File: src/rtl/pwm_sample_scheduler.sv
// rtl/pwm_sample_scheduler.sv - sample FIFO and config shadow feeding the PWM stage
module pwm_sample_scheduler #(
  parameter int BITS       = 11,
  parameter int DEPTH_LOG2 = 2,
  parameter int REP_BITS   = 4
) (
  input  logic                  clk,
  input  logic                  reset,
  input  logic                  enable,
  input  logic                  in_valid,
  output logic                  in_ready,
  input  logic [BITS-1:0]       in_sample,
  input  logic                  cfg_write,
  input  logic [BITS-1:0]       cfg_compare_max,
  input  logic                  cfg_dual_slope_en,
  input  logic                  cfg_double_slope_en,
  input  logic                  cfg_ddr_en,
  input  logic [REP_BITS-1:0]   cfg_repeat,
  output logic                  cfg_pending,
  input  logic                  pulse_done,
  output logic [BITS-1:0]       pulse_width,
  output logic [BITS-1:0]       compare_max,
  output logic                  dual_slope_en,
  output logic                  double_slope_en,
  output logic                  ddr_en,
  output logic                  pwm_reset,
  output logic [DEPTH_LOG2:0]   fifo_level,
  output logic [7:0]            underflow_count
);

  localparam int DEPTH = 1 << DEPTH_LOG2;
  localparam logic [BITS-1:0] CMAX_RST = BITS'((1 << (BITS - 1)) - 1);
  localparam logic [DEPTH_LOG2:0] LEVEL_FULL = (DEPTH_LOG2 + 1)'(DEPTH);

  typedef enum logic [1:0] {
    IDLE     = 2'd0,
    RUN      = 2'd1,
    RECONFIG = 2'd2
  } state_e;

  state_e state_q, state_d;

  logic [BITS-1:0]       mem_q [DEPTH];
  logic [DEPTH_LOG2-1:0] wr_ptr_q, wr_ptr_d;
  logic [DEPTH_LOG2-1:0] rd_ptr_q, rd_ptr_d;
  logic [DEPTH_LOG2:0]   level_q, level_d;

  logic [BITS-1:0]     pw_q, pw_d;
  logic [REP_BITS-1:0] rep_cnt_q, rep_cnt_d;
  logic [7:0]          uf_q, uf_d;

  logic [BITS-1:0]     cmax_q, cmax_d;
  logic                dual_q, dual_d;
  logic                dbl_q, dbl_d;
  logic                ddr_q, ddr_d;
  logic [REP_BITS-1:0] rep_q, rep_d;

  logic [BITS-1:0]     sh_cmax_q, sh_cmax_d;
  logic                sh_dual_q, sh_dual_d;
  logic                sh_dbl_q, sh_dbl_d;
  logic                sh_ddr_q, sh_ddr_d;
  logic [REP_BITS-1:0] sh_rep_q, sh_rep_d;
  logic                pending_q, pending_d;

  logic push, pop, fifo_empty;

  assign fifo_empty = (level_q == '0);
  assign in_ready   = (level_q != LEVEL_FULL) && !reset;
  assign push       = in_valid && in_ready;

  always_comb begin
    state_d   = state_q;
    pw_d      = pw_q;
    rep_cnt_d = rep_cnt_q;
    uf_d      = uf_q;
    cmax_d    = cmax_q;
    dual_d    = dual_q;
    dbl_d     = dbl_q;
    ddr_d     = ddr_q;
    rep_d     = rep_q;
    sh_cmax_d = sh_cmax_q;
    sh_dual_d = sh_dual_q;
    sh_dbl_d  = sh_dbl_q;
    sh_ddr_d  = sh_ddr_q;
    sh_rep_d  = sh_rep_q;
    pending_d = pending_q;
    pop       = 1'b0;

    case (state_q)
      IDLE: begin
        pw_d = '0;
        // PWM is held in reset here, so config can go live without a restart
        if (cfg_write) begin
          cmax_d = cfg_compare_max;  dual_d = cfg_dual_slope_en;
          dbl_d  = cfg_double_slope_en; ddr_d = cfg_ddr_en; rep_d = cfg_repeat;
          sh_cmax_d = cfg_compare_max;  sh_dual_d = cfg_dual_slope_en;
          sh_dbl_d  = cfg_double_slope_en; sh_ddr_d = cfg_ddr_en; sh_rep_d = cfg_repeat;
          pending_d = 1'b0;
        end else if (pending_q) begin
          cmax_d = sh_cmax_q; dual_d = sh_dual_q; dbl_d = sh_dbl_q;
          ddr_d  = sh_ddr_q;  rep_d  = sh_rep_q;
          pending_d = 1'b0;
        end
        if (enable && !fifo_empty) begin
          pop       = 1'b1;
          pw_d      = mem_q[rd_ptr_q];
          rep_cnt_d = rep_q;
          state_d   = RUN;
        end
      end

      RUN: begin
        if (pulse_done) begin
          if (rep_cnt_q != '0) begin
            rep_cnt_d = rep_cnt_q - 1'b1;
          end else if (!enable) begin
            pw_d    = '0;
            state_d = IDLE;
          end else begin
            rep_cnt_d = rep_q;
            if (pending_q) begin
              cmax_d = sh_cmax_q; dual_d = sh_dual_q; dbl_d = sh_dbl_q;
              ddr_d  = sh_ddr_q;  rep_d  = sh_rep_q;
              rep_cnt_d = sh_rep_q;
              pending_d = 1'b0;
              state_d   = RECONFIG;
            end
            if (!fifo_empty) begin
              pop  = 1'b1;
              pw_d = mem_q[rd_ptr_q];
            end else if (uf_q != 8'hFF) begin
              uf_d = uf_q + 8'd1;
            end
          end
        end
      end

      RECONFIG: state_d = RUN;

      default: state_d = IDLE;
    endcase

    // A write coinciding with an apply stays pending; the apply used the old shadow
    if (cfg_write && state_q != IDLE) begin
      sh_cmax_d = cfg_compare_max;  sh_dual_d = cfg_dual_slope_en;
      sh_dbl_d  = cfg_double_slope_en; sh_ddr_d = cfg_ddr_en; sh_rep_d = cfg_repeat;
      pending_d = 1'b1;
    end
  end

  always_comb begin
    wr_ptr_d = wr_ptr_q;
    rd_ptr_d = rd_ptr_q;
    level_d  = level_q;
    if (push) wr_ptr_d = wr_ptr_q + 1'b1;
    if (pop)  rd_ptr_d = rd_ptr_q + 1'b1;
    if (push && !pop)      level_d = level_q + 1'b1;
    else if (pop && !push) level_d = level_q - 1'b1;
  end

  always_ff @(posedge clk) begin
    if (push) mem_q[wr_ptr_q] <= in_sample;
  end

  always_ff @(posedge clk) begin
    if (reset) begin
      state_q   <= IDLE;
      wr_ptr_q  <= '0;
      rd_ptr_q  <= '0;
      level_q   <= '0;
      pw_q      <= '0;
      rep_cnt_q <= '0;
      uf_q      <= '0;
      cmax_q    <= CMAX_RST;
      dual_q    <= 1'b0;
      dbl_q     <= 1'b0;
      ddr_q     <= 1'b0;
      rep_q     <= '0;
      sh_cmax_q <= CMAX_RST;
      sh_dual_q <= 1'b0;
      sh_dbl_q  <= 1'b0;
      sh_ddr_q  <= 1'b0;
      sh_rep_q  <= '0;
      pending_q <= 1'b0;
    end else begin
      state_q   <= state_d;
      wr_ptr_q  <= wr_ptr_d;
      rd_ptr_q  <= rd_ptr_d;
      level_q   <= level_d;
      pw_q      <= pw_d;
      rep_cnt_q <= rep_cnt_d;
      uf_q      <= uf_d;
      cmax_q    <= cmax_d;
      dual_q    <= dual_d;
      dbl_q     <= dbl_d;
      ddr_q     <= ddr_d;
      rep_q     <= rep_d;
      sh_cmax_q <= sh_cmax_d;
      sh_dual_q <= sh_dual_d;
      sh_dbl_q  <= sh_dbl_d;
      sh_ddr_q  <= sh_ddr_d;
      sh_rep_q  <= sh_rep_d;
      pending_q <= pending_d;
    end
  end

  assign pulse_width     = pw_q;
  assign compare_max     = cmax_q;
  assign dual_slope_en   = dual_q;
  assign double_slope_en = dbl_q;
  assign ddr_en          = ddr_q;
  assign cfg_pending     = pending_q;
  assign pwm_reset       = (state_q != RUN);
  assign fifo_level      = level_q;
  assign underflow_count = uf_q;

endmodule

File: config.mk
export PLATFORM = sky130hd
export DESIGN_NAME = pwm_sample_scheduler
export DESIGN_NICKNAME = d
export VERILOG_FILES = /design/src/rtl/pwm_sample_scheduler.sv
export SDC_FILE = /design/constraint.sdc
export NUM_CORES = 1
export LEC_CHECK = 0
export CAP_MARGIN = 0
export CORE_MARGIN = 10
export CORE_UTILIZATION = 25
export CTS_BUF_LIST = sky130_fd_sc_hd__clkbuf_4
export DETAILED_ROUTE_END_ITERATION = 10
export PLACE_DENSITY = 0.44
export SLEW_MARGIN = 40
export SYNTH_ARGS = -nofsm -noshare
export SYNTH_HDL_FRONTEND = slang
export SYNTH_SLANG_ARGS = --single-unit
File: constraint.sdc
create_clock -name clk -period 3.4 [get_ports clk]
set_clock_uncertainty 0.2 [all_clocks]
set_input_delay 0.51 -clock clk [delete_from_list [all_inputs] [get_ports clk]]
set_output_delay 0.51 -clock clk [all_outputs]
set_load 0.01 [all_outputs]
==> results of run 1 <==
[area by class of cell]
cell class | instances | area, µm² | area share
Tap cell | 265 | 332 | 0.0531
Sequential cell | 115 | 2740 | 0.439
Clock buffer | 20 | 150 | 0.0240
Inverter | 11 | 41.3 | 0.00661
Clock inverter | 12 | 139 | 0.0222
Multi-Input combinational cell | 275 | 2040 | 0.327
Timing Repair Buffer | 83 | 796 | 0.127
[metrics by stage]
step | power, W | cells | area (µm²)
finish | 0.00384 | 781 | 6250
global route | 0.00410 | 781 | 6250
CTS | 0.00391 | 781 | 6240
detailed placement | 0.00285 | 749 | 5950
global placement | 0.00283 | 749 | 5950
floorplan | 0.00244 | 433 | 4970
[power breakdown]
group          internal, W  total [W]  switching [W]
combinational     0.000524    0.00104       0.000519
clock             0.000523    0.00104       0.000521
sequential         0.00159    0.00176       0.000172
[cells in the final DEF, fill, tap and decap left out, drive strengths merged, types with 10 or more instances in the layout]
master,n
a21oi,27
a221o,10
a32o,11
buf,12
clkbuf,20
clkdlybuf4s50,71
dfxtp,71
edfxtp,44
inv,11
mux2i,24
mux4,11
nand2,48
nand3,15
nor2,24
o21ai,22
[layer usage]
| layer | GRT usage | share of wire | vias to the layer above |
|---|---|---|---|
| li1 | - | - | 1766 |
| met1 | 0.116 | 0.46 | 1743 |
| met2 | 0.159 | 0.48 | 85 |
| met3 | 0.0343 | 0.052 | 9 |
| met4 | 0.0352 | 0.0093 | 0 |
| met5 | 0 | 0 | - |
[registers in the layout (all words and copies together), names as in the netlist, named ones only]
| name | flops |
|---|---|
| mem_q | 44 |
| compare_max | 11 |
| pulse_width | 11 |
| sh_cmax_q | 11 |
| underflow_count | 8 |
| rep_cnt_q | 4 |
| rep_q | 4 |
| sh_rep_q | 4 |
| fifo_level | 3 |
| rd_ptr_q | 2 |
| state_q | 2 |
| wr_ptr_q | 2 |
| cfg_pending | 1 |
| ddr_en | 1 |
| double_slope_en | 1 |
| dual_slope_en | 1 |
| sh_dbl_q | 1 |
| sh_ddr_q | 1 |
| sh_dual_q | 1 |
[worst max-delay path by stage]
stage	start	end	slack, ns	cells after the start
after floorplan	rep_cnt_q[0]	fifo_level[2]	0.66	12
after global placement	pulse_done	fifo_level[2]	0.46	10
after detailed placement	pulse_done	fifo_level[2]	0.38	10
after CTS	state_q[0]	pwm_reset	0.29	3
after global routing	state_q[0]	pwm_reset	0.12	3
final	state_q[0]	pwm_reset	0.34	3
[logic make-up after synthesis]
kind of cell / after synthesis / share of synthesized area
AOI/OAI and AO/OA: 97 / 0.143
xor gates and xnor gates: 5 / 0.00881
adders and majority gates: 9 / 0.0242
buffers and inverters: 43 / 0.0373
DFF: 115 / 0.552
muxes: 36 / 0.100
and+or+nand+nor: 128 / 0.135
==> results.toml, run 1 <==
[logic_synthesis]
synth-edff-count = 44
synth_top_area_frac = 0.286
synth_largest_area_cell = "dfxtp_1"
syn_area_mm2 = 0.00497
synthCells = 433
ys_top_cells_by_area = "dfxtp_1 29%, edfxtp_1 27%, mux4_2 5.0%"
ys_seq_area_frac = 0.552
avgSynthCellArea_um2 = 11.5
yosysWarningCount = 0
yosysMostFrequentCell = "dfxtp_1"
async_flop_share = 0
synth_nets = 477
ys.flop_type = "dfxtp_1"
ys_types = 57
ys_ff_latch = 115
synth_commonest_cells = "71 x dfxtp_1, 48 x nand2_1, 44 x edfxtp_1"

[floorplanning]
die_h_um = 161
ioPinCount = 74
die_w_um = 161
start_util = 0.255
core_area_mm2 = 0.0195
dieArea_mm2 = 0.0259
rows = 51

[worst_setup_path]
path_buf_inv = 2
crit_fanout = 12
critPathCaptureType = "output port"
worstPathCellList = "nor2b_1, inv_1, clkdlybuf4s50_1"
cp.arrival_ns = 2.35
ff2ff_setup_slack_ns = 0.77
required_ns = 2.69
critical_path.top_delay_family = "buffers and inverters"
slowest_stage = "dfxtp_1"
critPathKind = "register to output port"
rr_endpoint = "fifo_level[2]"
r2r-start = "rep_cnt_q[0]"
r2r_cells = 11
startpoint_type = "register"
slowest_delay_ns = 0.60

[drt]
first_pass_iters = 4
drc = 0
via_per_inst = 4.61
routed_wl_um = 12500
drt_iter0_drc = 205
drtAntennaViolNets = 0
wl_per_cell_um = 16.0
vias = 3603

[final_layout]
fin_nets = 547
diodes = 0
drive_above_1_share = 0.118
area_growth_pct = 25.7
fin_util = 0.320
fill_cells = 2018

[cts]
clock_latency_ns = 0.51
cts_num_sinks = 115
clockBufferDepth = 2
root_buffer = "clkbuf_4"
cts_max_level = 4
clk_pin_slew_ns = 0.10
post_cts_buffers = 0
cts_tree = "done"
hold_buffers = 0
numCtsBuffers = 17
cts_resized = 0

[timing]
fin_crit_sh = 0.899
worst-slew-pin-transition_ns = 0.689
tns_ns = 0
slew_viol_final = 0
hold_slack_ns = 0.138
maxSlewHeadroom = 0.541
max_freq_ghz = 0.327
fin_crit_ns = 3.06
setup_ws_ns = 0.343
grt_setup_unrepaired = "false"
setup_viol = 0
hold_viol = 0

[worst_hold_path]
min_path_type = "input pin to register"
hold_start = "reset"
hold_path_depth = 2

[pwr]
power_density_mw_per_mm2 = 616
ir_worst_vdd_v = 0.000238
power.leakage_nw = 2.15

[global_route]
grt_pass1_vias = 3699
overflow = 0
grt_pass1_wl_um = 20200
grt_usage = 0.0974
grt_start_max_net_pins = 37
antenna_found_initial = 0

[status]
status = "finished clean"

[job]
maxCapViolCount = 0

[placement]
hpwl_um = 8370
place_congestion = 0.750
portBuffers = 73
post-place-ws_ns = 0.385
No activity file was read; power rests on OpenSTA's default activity.
==> run 2: changes to the inputs <==
- ABC_CLOCK_PERIOD_IN_PS: default -> 3500
- TNS_END_PERCENT: default -> 30
- clock period: 3.4 -> 3.5 ns (I/O delays scaled with it)
==> results.toml, run 2 (synthesis results as in run 1) <==
[pwr]
power_density_mw_per_mm2 = 581
ir_worst_vdd_v = 0.000249
power.leakage_nw = 2.14

[worst_setup_path]
r2r-start = "rep_cnt_q[0]"
required_ns = 2.77
cp.arrival_ns = 2.21
ff2ff_setup_slack_ns = 0.88
r2r_cells = 11
rr_endpoint = "fifo_level[2]"
critPathKind = "register to output port"
crit_fanout = 12
critPathCaptureType = "output port"
startpoint_type = "register"

[timing]
maxSlewHeadroom = 0.535
hold_viol = 0
slew_viol_final = 0
grt_setup_unrepaired = "false"
worst-slew-pin-transition_ns = 0.698
fin_crit_ns = 2.93
max_freq_ghz = 0.341
fin_crit_sh = 0.838
tns_ns = 0
setup_viol = 0

[placement]
place_area_mm2 = 0.00596
place_congestion = 0.704
hpwl_um = 8340
placed_cells_incl_taps = 750
portBuffers = 73

[global_route]
grt_pass1_vias = 3706
grt_usage = 0.0984
met3_usage = 0.0374
grt_pass1_wl_um = 20300
overflow = 0
met1_usage = 0.120
use_met2 = 0.154
antenna_found_initial = 0
grt_start_max_net_pins = 37
grt.busiest_layer = "met2"

[cts]
cts_tree = "done"
clk_pin_slew_ns = 0.10
numCtsBuffers = 17
cts_max_level = 4
root_buffer = "clkbuf_4"
clockBufferDepth = 2
hold_buffers = 0
cts_num_sinks = 115
post_cts_buffers = 0
clock_latency_ns = 0.52
cts_resized = 0

[final_layout]
drive_above_1_share = 0.118
multi_input_comb_area_mm2 = 0.00204
seq_area_mm2 = 0.00274
final_common_cell = "clkdlybuf4s50_1"
diodes = 0
final_cell_mix = "71 x clkdlybuf4s50_1, 70 x dfxtp_1, 48 x nand2_1"
fin_nets = 548
fin_util = 0.318
area_growth_pct = 24.8
fill_cells = 2052
largest_register_ffs = 44
fin_cells = 782
top_register = "mem_q"
final_area_mm2 = 0.00620

[drt]
drc = 0
drtAntennaViolNets = 0
via_per_inst = 4.65
routed_wl_um = 12400
drt_iter0_drc = 199
first_pass_iters = 4
vias = 3635
wl_per_cell_um = 15.9

[worst_hold_path]
min_path_type = "input pin to register"
hold_start = "reset"
hold_path_depth = 2

[floorplanning]
dieArea_mm2 = 0.0259
die_w_um = 161
ioPinCount = 74
rows = 51
die_h_um = 161
core_area_mm2 = 0.0195
start_util = 0.255

[job]
maxCapViolCount = 0

[status]
status = "finished clean"
run 2: worst max-delay path, stage by stage, from the launching register on:
cell and delay, ns:
dfxtp_1 0.59, nor2b_1 0.44, inv_1 0.13, clkdlybuf4s50_1 0.54
run 2: report_power, final:
group          internal (W)  leakage [nW]  total (W)  switching [W]
registers           0.00154         0.982    0.00171       0.000167
logic              0.000512          1.02    0.00102       0.000506
clock network      0.000387         0.138   0.000877       0.000490
run 2: area by class of cell:
type | instances | area share
clock buffer | 23 | 0.0278
clock inverter | 9 | 0.0109
inverter | 11 | 0.00666
multi-input combinational | 275 | 0.329
sequential | 115 | 0.442
tap | 265 | 0.0535
timing repair buffer | 84 | 0.130
run 2: per-stage QoR:
| step | setup WS [ns] | total power [W] | hold slack [ns] |
|---|---|---|---|
| 2_1_floorplan | 0.756 | 0.00237 | 0.242 |
| 5_1_grt | 0.369 | 0.00386 | 0.0941 |
| 6_report | 0.568 | 0.00360 | 0.142 |
| 4_1_cts | 0.495 | 0.00367 | 0.0841 |
| 3_3_place_gp | 0.553 | 0.00276 | 0.243 |
| 3_5_place_dp | 0.484 | 0.00278 | 0.248 |
run 2: how the worst max path moves through the flow:
stage / slack, ns / cells past startpoint / to / startpoint
finish: 0.57 / 3 / pwm_reset / state_q[0]
global route: 0.37 / 3 / pwm_reset / state_q[0]
CTS: 0.50 / 3 / pwm_reset / state_q[0]
detailed placement: 0.48 / 10 / fifo_level[2] / pulse_done
global placement: 0.55 / 10 / fifo_level[2] / pulse_done
floorplan: 0.76 / 12 / fifo_level[2] / rep_cnt_q[0]
run 2: routing by layer:
metal  up-vias  wire length (µm)
met5         -                 0
met4         0               172
met3        16               752
met2        92              5730
met1      1754              5790
li1       1773                 -
